## src/rtl/sram_bus_arbiter.sv

```systemverilog
// sram_bus_arbiter: shares one SRAM-like slave port between the IF master (inst_*)
//    and the MEM master (data_*), returning each response only to the master that issued it.
// Latency: address path is combinational (no added cycles); responses are routed
//    combinationally from m_sram_data_ok using an in-order owner tag FIFO.
// Backpressure: slave addr_ok stalls hold (lock) the current grant; at most OUTSTANDING
//    accepted-but-unanswered transactions, beyond which m_sram_en is held low.
//
// Ports:
//    clk, reset                      clock, asynchronous active-high reset
//    inst_sram_* (en/wr/size/wen/addr/wdata in, addr_ok/data_ok/rdata out)   IF master
//    data_sram_* (en/wr/size/wen/addr/wdata in, addr_ok/data_ok/rdata out)   MEM master
//    m_sram_*    (en/wr/size/wen/addr/wdata out, addr_ok/data_ok/rdata in)   slave side
//
// Optional feature, macro ARB_RR_EN:
//    defined   - unlocked contention alternates between masters (last accepted loses)
//    undefined - fixed priority, data master over instruction master

// Small in-order FIFO with a registered occupancy count and a head peek.
// Latency: one cycle from push to visibility at the head when empty.
// Backpressure: none internally; the caller must not push when full or pop when empty.
module sram_arb_fifo #(
   parameter int WIDTH = 1,
   parameter int DEPTH = 2
) (
   input  logic                     clk,
   input  logic                     reset,
   input  logic                     push,
   input  logic [WIDTH-1:0]         push_dat,
   input  logic                     pop,
   output logic [WIDTH-1:0]         head_dat,
   output logic [$clog2(DEPTH):0]   count
);

   localparam int PW = $clog2(DEPTH);
   localparam int CW = PW + 1;

   logic [WIDTH-1:0] mem [DEPTH];
   logic [PW-1:0]    rd_ptr;
   logic [PW-1:0]    wr_ptr;

   // Pointers are exactly log2(DEPTH) wide so they wrap on their own.
   always_ff @(posedge clk or posedge reset) begin
      if (reset) begin
         rd_ptr <= '0;
         wr_ptr <= '0;
         count  <= '0;
         for (int i = 0; i < DEPTH; i++) begin
            mem[i] <= '0;
         end
      end else begin
         if (push) begin
            mem[wr_ptr] <= push_dat;
            wr_ptr      <= wr_ptr + PW'(1);
         end
         if (pop) begin
            rd_ptr <= rd_ptr + PW'(1);
         end
         case ({push, pop})
            2'b10:   count <= count + CW'(1);
            2'b01:   count <= count - CW'(1);
            default: count <= count;
         endcase
      end
   end

   assign head_dat = mem[rd_ptr];

endmodule

module sram_bus_arbiter #(
   parameter int OUTSTANDING = 2
) (
   input  logic        clk,
   input  logic        reset,

   input  logic        inst_sram_en,
   input  logic        inst_sram_wr,
   input  logic [1:0]  inst_sram_size,
   input  logic [3:0]  inst_sram_wen,
   input  logic [31:0] inst_sram_addr,
   input  logic [31:0] inst_sram_wdata,
   output logic        inst_sram_addr_ok,
   output logic        inst_sram_data_ok,
   output logic [31:0] inst_sram_rdata,

   input  logic        data_sram_en,
   input  logic        data_sram_wr,
   input  logic [1:0]  data_sram_size,
   input  logic [3:0]  data_sram_wen,
   input  logic [31:0] data_sram_addr,
   input  logic [31:0] data_sram_wdata,
   output logic        data_sram_addr_ok,
   output logic        data_sram_data_ok,
   output logic [31:0] data_sram_rdata,

   output logic        m_sram_en,
   output logic        m_sram_wr,
   output logic [1:0]  m_sram_size,
   output logic [3:0]  m_sram_wen,
   output logic [31:0] m_sram_addr,
   output logic [31:0] m_sram_wdata,
   input  logic        m_sram_addr_ok,
   input  logic        m_sram_data_ok,
   input  logic [31:0] m_sram_rdata
);

   localparam int            PW      = $clog2(OUTSTANDING);
   localparam int            CW      = PW + 1;
   localparam logic [CW-1:0] MAX_CNT = CW'(OUTSTANDING);
   localparam logic          ID_INST = 1'b0;
   localparam logic          ID_DATA = 1'b1;

   logic [CW-1:0] cnt;
   logic          head_tag;
   logic          can_issue;
   logic          grant_vld;
   logic          grant_id;
   logic          lock_vld;
   logic          lock_id;
   logic          accept;
   logic          pop;
   logic          err_q;
   logic          unused_err;

`ifdef ARB_RR_EN
   logic          last_id;
`endif

   // Full check looks only at the registered count: a same-cycle pop does not
   // free a slot, which keeps m_sram_data_ok out of the m_sram_en timing path.
   assign can_issue = (cnt < MAX_CNT);

   // ------------------------------------------------------------------
   // Grant select
   // ------------------------------------------------------------------
   always_comb begin
      grant_vld = 1'b0;
      grant_id  = ID_INST;
      if (can_issue) begin
         if (lock_vld) begin
            // A stalled address phase keeps its owner until addr_ok.
            grant_vld = 1'b1;
            grant_id  = lock_id;
         end
`ifdef ARB_RR_EN
         else if (data_sram_en && inst_sram_en) begin
            // Contention: whoever was accepted last yields.
            grant_vld = 1'b1;
            grant_id  = ~last_id;
         end
`endif
         else if (data_sram_en) begin
            grant_vld = 1'b1;
            grant_id  = ID_DATA;
         end else if (inst_sram_en) begin
            grant_vld = 1'b1;
            grant_id  = ID_INST;
         end
      end
   end

   // ------------------------------------------------------------------
   // Slave request mux; everything reads zero without a grant or in reset
   // ------------------------------------------------------------------
   always_comb begin
      m_sram_en    = 1'b0;
      m_sram_wr    = 1'b0;
      m_sram_size  = 2'b00;
      m_sram_wen   = 4'h0;
      m_sram_addr  = 32'h0;
      m_sram_wdata = 32'h0;
      if (grant_vld && !reset) begin
         if (grant_id == ID_DATA) begin
            m_sram_en    = data_sram_en;
            m_sram_wr    = data_sram_wr;
            m_sram_size  = data_sram_size;
            m_sram_wen   = data_sram_wen;
            m_sram_addr  = data_sram_addr;
            m_sram_wdata = data_sram_wdata;
         end else begin
            m_sram_en    = inst_sram_en;
            m_sram_wr    = inst_sram_wr;
            m_sram_size  = inst_sram_size;
            m_sram_wen   = inst_sram_wen;
            m_sram_addr  = inst_sram_addr;
            m_sram_wdata = inst_sram_wdata;
         end
      end
   end

   // m_sram_en already implies a valid grant and no reset.
   assign accept            = m_sram_en && m_sram_addr_ok;
   assign inst_sram_addr_ok = accept && (grant_id == ID_INST);
   assign data_sram_addr_ok = accept && (grant_id == ID_DATA);

   // ------------------------------------------------------------------
   // Owner tag FIFO: one entry per accepted, not yet answered transaction
   // ------------------------------------------------------------------
   assign pop = m_sram_data_ok && (cnt != '0);

   sram_arb_fifo #(
      .WIDTH (1),
      .DEPTH (OUTSTANDING)
   ) u_tag_fifo (
      .clk      (clk),
      .reset    (reset),
      .push     (accept),
      .push_dat (grant_id),
      .pop      (pop),
      .head_dat (head_tag),
      .count    (cnt)
   );

   // ------------------------------------------------------------------
   // Response routing by the head tag
   // ------------------------------------------------------------------
   assign inst_sram_data_ok = pop && (head_tag == ID_INST) && !reset;
   assign data_sram_data_ok = pop && (head_tag == ID_DATA) && !reset;
   assign inst_sram_rdata   = (!reset && head_tag == ID_INST) ? m_sram_rdata : 32'h0;
   assign data_sram_rdata   = (!reset && head_tag == ID_DATA) ? m_sram_rdata : 32'h0;

   // ------------------------------------------------------------------
   // Grant lock and the spurious-response debug flag
   // ------------------------------------------------------------------
   always_ff @(posedge clk or posedge reset) begin
      if (reset) begin
         lock_vld <= 1'b0;
         lock_id  <= ID_INST;
         err_q    <= 1'b0;
      end else begin
         if (m_sram_en && !m_sram_addr_ok) begin
            lock_vld <= 1'b1;
            lock_id  <= grant_id;
         end else if (m_sram_addr_ok) begin
            lock_vld <= 1'b0;
         end
         // A response with nothing outstanding is dropped; remember that it happened.
         if (m_sram_data_ok && (cnt == '0)) begin
            err_q <= 1'b1;
         end
      end
   end

   // err_q is a debug-only flag, observed through hierarchy rather than a port.
   assign unused_err = err_q;

`ifdef ARB_RR_EN
   // Reset value ID_INST makes the data master win the first contention.
   always_ff @(posedge clk or posedge reset) begin
      if (reset) begin
         last_id <= ID_INST;
      end else if (accept) begin
         last_id <= grant_id;
      end
   end
`endif

endmodule

```

## config.mk

```make
export PLATFORM = sky130hd
export DESIGN_NAME = sram_bus_arbiter
export DESIGN_NICKNAME = d
export VERILOG_FILES = /design/src/rtl/sram_bus_arbiter.sv
export SDC_FILE = /design/constraint.sdc
export NUM_CORES = 1
export LEC_CHECK = 0
export BUFFER_PORTS_ARGS = -buffer_cell sky130_fd_sc_hd__clkbuf_2
export CAP_MARGIN = 10
export CORE_AREA = 2 2 125 127
export DETAILED_ROUTE_END_ITERATION = 8
export DIE_AREA = 0 0 127 129
export HOLD_SLACK_MARGIN = 0.08
export PLACE_DENSITY = 0.49
export SYNTH_ARGS = -nofsm -noshare
export SYNTH_HDL_FRONTEND = slang
export SYNTH_HIERARCHICAL = 1
export SYNTH_SLANG_ARGS = --single-unit
```

## constraint.sdc

```tcl
create_clock -name clk -period 2.3 [get_ports clk]
set_input_delay 0.46 -clock clk [delete_from_list [all_inputs] [get_ports clk]]
set_output_delay 0.46 -clock clk [all_outputs]
set_load 0.1 [all_outputs]
```

==> results of run 1 <==
==> synth_stat cells <==
library cell and instances:
a21oi_1 72, a22o_1 1, and2_1 66, and2b_1 1
and3_1 1, and3b_1 1, buf_1 1, buf_12 8
buf_2 10, buf_4 6, buf_6 1, clkbuf_1 17
dfrtp_1 8, ha_1 1, inv_1 5, inv_2 1
mux2_2 4, mux2_4 1, mux2i_4 1, nand2_1 1
nand3_1 70, nand3_2 1, nor2_1 5, nor2b_1 1
nor3_1 3, o21ai_0 3, o21ai_1 71, o221a_2 1
o31ai_2 1, xnor2_1 2, xor2_1 3
==> stage by stage <==
stage | utilization, % | hold slack, ns
5_1_grt | 45.8 | 0.249
3_5_place_dp | 44.5 | 0.467
4_1_cts | 45.5 | 0.226
2_1_floorplan | - | 0.201
3_3_place_gp | 44.5 | 0.466
6_report | 45.8 | 0.223
==> path summary, 6_finish.rpt <==
| check | depth (start not counted) | end | slack (ns) |
|---|---|---|---|
| setup / recovery | 7 | m_sram_addr[13] | 0.06 |
| hold / removal | 3 | lock_id$_DFFE_PP0P_ | 0.22 |
| setup reg to reg | 7 | u_tag_fifo/count[1]$_DFFE_PP0P_ | 0.28 |
| hold reg to reg | 1 | u_tag_fifo/rd_ptr$_DFFE_PP0P_ | 0.47 |
| max in group asynchronous | 3 | u_tag_fifo/count[1]$_DFFE_PP0P_ | 1.81 |
| min in group clk | 1 | u_tag_fifo/rd_ptr$_DFFE_PP0P_ | 0.47 |
==> area by class of cell <==
type	count	area, µm²	area share, %
repair buffers	343	4060	59.1
multi-input cells	311	2270	33.0
well taps	188	235	3.43
flip-flops and latches	8	203	2.95
clock buffers	4	78.8	1.15
inverters	6	22.5	0.328
==> flip-flops by register name, summed over array words and instances, names as in the netlist <==
name               count
u_tag_fifo/count       2
u_tag_fifo/mem         2
lock_id                1
lock_vld               1
u_tag_fifo/rd_ptr      1
u_tag_fifo/wr_ptr      1
==> critical path, stage by stage <==
cell and delay (ns):
clkbuf_2 0.12, buf_4 0.16, mux2i_4 0.25, buf_12 0.25, o21ai_1 0.13, a21oi_4 0.19, buf_12 0.19
==> what timing repair did <==
action                                  in CTS  in global routing
pin swaps                                    1                  2
buffers inserted                             4                  1
endpoints found under the setup margin      67                 42
gates cloned                                 1                  1
resized for setup                            1                  4
==> metal layers <==
layer / GRT usage, % / vias to the layer above
met5: 0 / -
met3: 5.16 / 4
met4: 1.42 / 0
met1: 17.1 / 1748
li1: - / 1908
met2: 28.4 / 194
==> cells by family after synthesis <==
kind of cell               synth area share, %
muxes                                     3.59
xor gates and xnor gates                  1.91
adders and majority gates                0.544
DFF                                       8.71
buffers and inverters                     15.5
AOI/OAI and AO/OA                         33.2
and+or+nand+nor                           36.5
==> where the power goes <==
group | leakage [nW] | internal, mW | switching (mW)
Clock | 0.0382 | 0.231 | 0.0691
Combinational | 2.72 | 2.67 | 5.17
Sequential | 0.0970 | 0.208 | 0.0513
==> impl_metrics.json, run 1 <==
{
  "p_leak_nw": 2.86,
  "critPathLaunch": "data_sram_en",
  "fin_crit_ns": 2.24,
  "insertion_delay_ns": 0.23,
  "n_fill_cell": 1441,
  "coreArea_mm2": 0.0150,
  "dr_wl_met2_um": 6920,
  "final_common_cell": "clkbuf_2",
  "place_area_mm2": 0.00667,
  "instances_no_fill": 860,
  "route.met3.wl_um": 1360,
  "clk_pin_slew_ns": 0.04,
  "syn_inst": 368,
  "synth_nets": 549,
  "r2r-start": "lock_id$_DFFE_PP0P_",
  "grt_usage_pct": 15.1,
  "ant_nets": 0,
  "critPathLaunchType": "primary input",
  "yosysWarnings": 6,
  "fin_nets": 854,
  "slew_violations": 0,
  "fin_skew_ns": 0.00248,
  "hpwl_um": 10700,
  "cts_tree": "yes",
  "cap_violations": 0,
  "worstMarginPinSlew_ns": 0.309,
  "die_x_um": 127,
  "ctsHoldBuffers": 0,
  "layout_common_cells": "clkbuf_2, buf_12, o21ai_1, nand3_1, and2_2",
  "initial_core_util_pct": 15.3,
  "antenna_cells": 0,
  "place_congestion": 0.769,
  "ys_ff_latch": 8,
  "hold_viol": 0,
  "avgSynthCellArea_um2": 6.25,
  "grt_max_degree": 44,
  "setup_viol": 0,
  "wl_met1_um": 5070,
  "viasPerCell": 4.48,
  "powerDensity_mw_per_mm2": 1220,
  "die_y_um": 129,
  "fin_total_pwr_mw": 8.40,
  "synth.distinct_cells": 31,
  "grt_pass1_vias": 3931,
  "worstPathArrival_ns": 1.78,
  "cts_buffers": 3,
  "design_area_mm2": 0.00686,
  "wirelength_um": 13400,
  "ioPinCount": 320,
  "grt_pass1_wl_um": 20300,
  "num_vias": 3854,
  "syn_to_final_growth_pct": 199,
  "grt_overflow": 0,
  "worst-setup-path-type": "in2out",
  "synth_area_leaders": "and2_1, a21oi_1, o21ai_1",
  "dp_slack_ns": 0.00713,
  "synth_area_mm2": 0.00230,
  "rsz0062_at_grt": "true",
  "die_area_mm2": 0.0164,
  "setup_ws_ns": 0.0593,
  "cp-end-kind": "primary output",
  "fmax_mhz": 446,
  "wire_per_inst_um": 15.6,
  "first_iter_violations": 100,
  "route.detailed.drc": 0,
  "setup_tns_ns": 0,
  "required_ns": 1.84,
  "place_inst": 849,
  "cts.sinks": 8,
  "post-route-period-util_pct": 97.4,
  "htreeDepth": 1,
  "top_layer_used": "met4",
  "dr.pass1.iters": 6,
  "cts-root-buf": "clkbuf_16",
  "synth_seq_area_share_pct": 8.71,
  "slew_headroom_pct": 79.3,
  "hold_class": "in2async",
  "drive_above_1_share_pct": 73.5,
  "ir_drop_mv": 0.719,
  "antenna_found_initial": 0,
  "yosys.area.top_type": "and2_1",
  "clk_path_buf_depth": 2,
  "io_buffers": 319,
  "status": "finished clean",
  "num_rows": 45,
  "synth_top_cell_area_share_pct": 18.0,
  "crit_fanout": 39
}
Note: power is estimated with default switching activity, not from simulation.
==> run 2: changes to the inputs <==
CORE_AREA = 2 2 123 125   (was 2 2 125 127)
DIE_AREA = 0 0 125 127   (was 0 0 127 129)
PLACE_DENSITY = 0.53   (was 0.49)
SYNTH_HIERARCHICAL = default   (was 1)
==> run 2 against run 1 <==
  * Core utilization rose by 7.7 points
  * Synthesized cell count rose by 1.4%
  * Area after synthesis rose by 18%
  * Sequential power rose by 28%
  * Maximum frequency fell by 1.2%
  * Critical path type is now reg2out
  * Largest cell class unchanged
  * Largest power group unchanged
  * Highest routed layer unchanged
==> impl_metrics.json, run 2 <==
{
  "slowest_delay_ns": 0.41,
  "cts_tree": "yes",
  "ioPinCount": 320,
  "critPathMostFrequentCell": "buf_6",
  "design_area_mm2": 0.00772,
  "synth_seq_area_share_pct": 7.41,
  "worstMarginPinSlew_ns": 0.385,
  "wire_per_inst_um": 17.5,
  "setup_viol": 0,
  "syn_inst": 373,
  "status": "finished clean",
  "ys_ff_latch": 8,
  "cp_top_family": "buffers and inverters",
  "hold_class": "in2async",
  "final_common_cell": "clkbuf_2",
  "first_iter_violations": 163,
  "fmax_mhz": 441,
  "die_area_mm2": 0.0159,
  "reg2regPathDepth": 7,
  "synth-main-ff-cell": "dfrtp_1",
  "synthTopCellsByCount": "o21ai_0, a21oi_2, nand3_1",
  "critPathSlowestCell": "dfrtp_1",
  "synth.distinct_cells": 34,
  "r2r_end": "u_tag_fifo.count[1]$_DFFE_PP0P_",
  "critPathBufInv": 3,
  "r2r_slack_ns": 0.48,
  "crit_chain": "buf_6 -> mux2_4 -> buf_6 -> nand3_1 -> a21oi_4 -> buf_12",
  "wirelength_um": 15200,
  "layout_common_cells": "clkbuf_2, buf_12, a21oi_4, o21ai_0, nand3_1",
  "whs_ns": 0.457,
  "synth_area_mm2": 0.00270,
  "crit_fanout": 9,
  "synth_nets": 554,
  "hpwl_um": 11300,
  "cap_violations": 0,
  "powerDensity_mw_per_mm2": 1170,
  "fin_skew_ns": 0.00353,
  "grt_pass1_wl_um": 21700,
  "cp-end-kind": "primary output",
  "route.detailed.drc": 0,
  "slew_violations": 0,
  "required_ns": 1.84,
  "cp.depth": 6,
  "num_rows": 44,
  "ir_drop_mv": 0.721,
  "hold_viol": 0,
  "yosys.area.top_type": "a21oi_2",
  "cts_buffers": 3,
  "cts.sinks": 8,
  "post-route-period-util_pct": 98.6,
  "fin_crit_ns": 2.27,
  "antenna_found_initial": 0,
  "worstPathArrival_ns": 1.81,
  "num_vias": 4119,
  "synth_area_leaders": "a21oi_2, o21ai_0, nand3_1",
  "synth_edf_count": 0,
  "r2r-start": "lock_vld$_DFFE_PP0P_",
  "grt_max_degree": 44,
  "yosysWarnings": 0,
  "coreArea_mm2": 0.0144,
  "cts-root-buf": "clkbuf_16",
  "critPathLaunch": "lock_vld$_DFFE_PP0P_",
  "slew_headroom_pct": 74.1,
  "htreeDepth": 1,
  "die_y_um": 127,
  "synth_top_cell_area_share_pct": 19.4,
  "clk_path_buf_depth": 2,
  "largestRegisters": "u_tag_fifo.count x2, u_tag_fifo.mem x2",
  "place_area_mm2": 0.00730,
  "synth_most_common_cell": "o21ai_0",
  "grt_usage_pct": 16.4,
  "rsz0062_at_grt": "true",
  "fin_nets": 870,
  "postSynth.asyncResetShare_pct": 100,
  "syn_to_final_growth_pct": 186,
  "io_buffers": 319,
  "grt_pass1_vias": 4099,
  "avgSynthCellArea_um2": 7.25,
  "antenna_cells": 0,
  "insertion_delay_ns": 0.24,
  "dr.pass1.iters": 4,
  "grt_overflow": 0,
  "p_leak_nw": 3.11,
  "clk_pin_slew_ns": 0.04,
  "initial_core_util_pct": 18.7,
  "worst-setup-path-type": "reg2out",
  "ant_nets": 0,
  "die_x_um": 125,
  "viasPerCell": 4.72,
  "place_congestion": 0.767,
  "critPathLaunchType": "flip-flop",
  "drive_above_1_share_pct": 72.1,
  "cp-endpoint": "m_sram_addr[3]"
}
run 2: cell types whose count changed in the layout (fill, tap and decap cells not counted), moves of 9 or more:
cell / change
o21ai_1: -61
and2_2: -60
o21ai_0: +60
a21oi_2: -51
a21oi_4: +51
nand3_1: -34
nand3_2: +30
and2_1: +26
and3_1: +24
and3_2: +9
run 2: cells by family (layout without fill, tap and decap cells):
group                      Yosys count  in the layout  share of synthesized area, %
and+or+nand+nor                    149            149                          35.3
adders and majority gates            1              1                         0.463
DFF                                  8              8                          7.41
buffers and inverters               52            366                          13.3
AOI/OAI and AO/OA                  153            153                          39.2
muxes                                5              6                          2.73
xor gates and xnor gates             5              5                          1.62
run 2: report_power, final:
part | leakage (nW) | internal (mW) | switching (mW)
registers | 0.0956 | 0.212 | 0.120
logic | 2.97 | 2.91 | 5.48
clock network | 0.0382 | 0.232 | 0.0761
run 2: routing by layer:
metal	GRT usage [%]	vias up	routed length (µm)
li1	-	1988	-
met1	18.3	1921	5720
met2	30.5	201	7850
met3	6.24	9	1550
met4	2.16	0	117
met5	0	-	0
run 2: timing repair:
item	CTS	global route
hold buffers	0	0
cloned	0	10
pin swaps	0	14
resized for setup	4	31
buffers inserted	0	3
setup endpoints to repair	7	70
run 2: worst min path at each step:
stage / endpoint / start / cells past startpoint
6_report: u_tag_fifo.rd_ptr$_DFFE_PP0P_ / reset / 4
5_1_grt: u_tag_fifo.rd_ptr$_DFFE_PP0P_ / reset / 4
4_1_cts: u_tag_fifo.rd_ptr$_DFFE_PP0P_ / reset / 4
3_5_place_dp: u_tag_fifo.wr_ptr$_DFFE_PP0N_ / u_tag_fifo.wr_ptr$_DFFE_PP0N_ / 1
3_3_place_gp: u_tag_fifo.wr_ptr$_DFFE_PP0N_ / u_tag_fifo.wr_ptr$_DFFE_PP0N_ / 1
2_1_floorplan: u_tag_fifo.wr_ptr$_DFFE_PP0N_ / u_tag_fifo.wr_ptr$_DFFE_PP0N_ / 1
run 2: worst register-to-register path, stage by stage (launching register included):
cell	delay, ns
dfrtp_1	0.41
buf_6	0.17
or3b_4	0.43
o2111ai_4	0.16
ha_1	0.22
xnor2_1	0.12
nor2_1	0.07
xnor2_1	0.12
run 2: area by class of cell:
class / count / area (µm²)
fillers: 1272 / 6700
clock buffers: 4 / 78.8
repair buffers: 358 / 4320
well taps: 184 / 230
inverters: 4 / 15.0
flip-flops and latches: 8 / 203
multi-input cells: 314 / 2880
run 2: per-stage QoR:
stage	setup WS, ns	utilization, %	total power [mW]	TNS (ns)	instances
after detailed placement	0.160	50.6	8.46	0	855
after floorplan	-0.275	-	5.66	-0.275	373
after global placement	0.173	50.6	8.44	0	855
after CTS	-0.0125	51.3	8.79	-0.0381	859
after global routing	-0.0336	53.5	9.37	-0.511	872
final	0.0325	53.5	9.03	0	872
==> run 3: changes to the inputs <==
CORE_AREA = 2 2 124 126   (was 2 2 123 125)
DIE_AREA = 0 0 126 128   (was 0 0 125 127)
PLACE_DENSITY = 0.5   (was 0.53)
RECOVER_POWER = 25   (was default)
SYNTH_HIERARCHICAL = 1   (was default)
==> run 3 against run 2 <==
  * Flip-flop and latch count did not move
  * Highest routed layer unchanged
  * Clock-buffer cell count unchanged
  * Critical path type unchanged
  * Sequential power down 15%
  * Clock skew is 0.0014 ns lower
  * Maximum frequency down 0.43%
  * Clock power decreased by 2%
  * Largest power group unchanged
  * Global-route usage decreased by 1.4 points
==> impl_metrics.json, run 3 (synthesized netlist as in run 1, its figures left out) <==
{
  "status": "finished clean",
  "critPathMostFrequentCell": "buf_12",
  "reg2regPathDepth": 7,
  "power.switching_mw": 5.26,
  "fin_total_pwr_mw": 8.26,
  "cp-end-kind": "primary output",
  "slew_violations": 0,
  "dr_wl_met2_um": 6850,
  "r2r_end": "u_tag_fifo/count[1]$_DFFE_PP0P_",
  "route.detailed.drc": 0,
  "wirelength_um": 13400,
  "p_int_mw": 3.00,
  "seq_power_share_pct": 3.4,
  "hpwl_um": 10400,
  "ant_nets": 0,
  "critPathSlowestCell": "dfrtp_2",
  "cts.sinks": 8,
  "grt_usage_pct": 15.0,
  "dr.pass1.iters": 4,
  "clk_path_buf_depth": 2,
  "crit_chain": "mux2i_4 -> buf_12 -> buf_16 -> nor2_2 -> and3b_4 -> buf_12",
  "grt_pass1_vias": 3950,
  "cts_buffers": 3,
  "rsz0062_at_grt": "true",
  "slowest_delay_ns": 0.44,
  "antenna_found_initial": 0,
  "multi_input_area_mm2": 0.00226,
  "drive_above_1_share_pct": 72.9,
  "critPathBufInv": 3,
  "r2r-start": "lock_id$_DFFE_PP0P_",
  "place_congestion": 0.779,
  "cap_violations": 0,
  "r2r_slack_ns": 0.30,
  "fmax_mhz": 439,
  "p_leak_nw": 2.80,
  "cts-root-buf": "clkbuf_16",
  "setup_ws_ns": 0.0227,
  "wl_met1_um": 4870,
  "final_common_cell": "clkbuf_2",
  "ioPinCount": 320,
  "slew_headroom_pct": 71.8,
  "crit_fanout": 8,
  "num_vias": 3878,
  "worst-setup-path-type": "reg2out",
  "syn_to_final_growth_pct": 193,
  "viasPerCell": 4.54,
  "cts_tree": "yes",
  "regArea_um2": 203,
  "dp_slack_ns": 0.137,
  "critPathLaunchType": "flip-flop",
  "cp_top_family": "buffers and inverters",
  "hold_class": "in2async",
  "first_iter_violations": 83,
  "largestRegisters": "u_tag_fifo/count x2, u_tag_fifo/mem x2",
  "antenna_cells": 0,
  "route.met3.wl_um": 1530,
  "powerDensity_mw_per_mm2": 1230,
  "clk_pin_slew_ns": 0.04,
  "io_buffers": 319,
  "n_fill_cell": 1458,
  "die_y_um": 128,
  "setup_viol": 0,
  "ir_drop_mv": 0.671,
  "initial_core_util_pct": 15.5,
  "combPwrFrac_pct": 92.9,
  "clkPwrFrac_pct": 3.7,
  "num_rows": 45,
  "wire_per_inst_um": 15.7,
  "grt_pass1_wl_um": 20000,
  "htreeDepth": 1,
  "die_area_mm2": 0.0161,
  "die_x_um": 126,
  "top_layer_used": "met4",
  "post-route-period-util_pct": 99.0,
  "fin_skew_ns": 0.00216,
  "fin_nets": 849,
  "grt_max_degree": 42,
  "grt_overflow": 0,
  "worstPathArrival_ns": 1.82,
  "coreArea_mm2": 0.0149,
  "p_sw_share_pct": 63.7,
  "hold_viol": 0,
  "insertion_delay_ns": 0.23,
  "layout_common_cells": "clkbuf_2, buf_12, o21ai_1, nand3_1, and2_2",
  "fin_crit_ns": 2.28,
  "worstMarginPinSlew_ns": 0.423,
  "required_ns": 1.84
}
[run 3: how the worst max path moves through the flow]
stage,startpoint,to,cells past startpoint
floorplan,u_tag_fifo/count[1]$_DFFE_PP0P_,m_sram_addr[0],5
global placement,data_sram_en,inst_sram_addr_ok,6
detailed placement,data_sram_en,inst_sram_addr_ok,6
CTS,lock_vld$_DFFE_PP0P_,inst_sram_addr_ok,5
global route,lock_vld$_DFFE_PP0P_,m_sram_addr[19],6
finish,lock_vld$_DFFE_PP0P_,inst_sram_addr_ok,6
[run 3: power groups by stage]
stage / Sequential [mW] / Clock (mW) / Combinational [mW]
after floorplan: 0.256 / 0 / 5.10
after global placement: 0.280 / 0 / 7.69
after detailed placement: 0.280 / 0 / 7.71
after CTS: 0.281 / 0.305 / 7.72
after global routing: 0.292 / 0.312 / 7.97
final: 0.283 / 0.302 / 7.67
[run 3: area by class of cell]
cell class	count	area share (%)
sequential	8	3.01
tap	188	3.49
clock buffer	4	1.17
timing repair buffer	338	58.5
multi-input combinational	311	33.5
inverter	6	0.334
[run 3: layer usage]
metal  vias to the layer above  track usage (%)
met4                         0             2.39
met5                         -                0
met3                        12             6.51
li1                       1898                -
met1                      1774             15.8
met2                       194             28.1
[run 3: metrics by stage]
stage / util [%] / setup TNS [ns] / area, µm² / hold WS (ns) / std cells
final: 45.3 / 0 / 6730 / 0.283 / 855
after global routing: 45.3 / -0.533 / 6730 / 0.321 / 855
after CTS: 45.2 / 0 / 6710 / 0.223 / 850
after detailed placement: 44.6 / 0 / 6630 / 0.465 / 846
after global placement: 44.6 / 0 / 6630 / 0.462 / 846
after floorplan: - / -11.80 / 2800 / 0.201 / 368
[run 3: repair_timing]
| action | CTS | global route |
|---|---|---|
| buffers inserted | 0 | 2 |
| gates cloned | 0 | 3 |
| gates resized for setup | 2 | 2 |
| pin swaps | 0 | 26 |
| endpoints found under the setup margin | 48 | 24 |
| hold buffers | 0 | 0 |
[run 3: worst min-delay path, cell delays in order]
cell,delay (ns)
clkbuf_1,0.09
clkbuf_1,0.17
inv_1,0.11
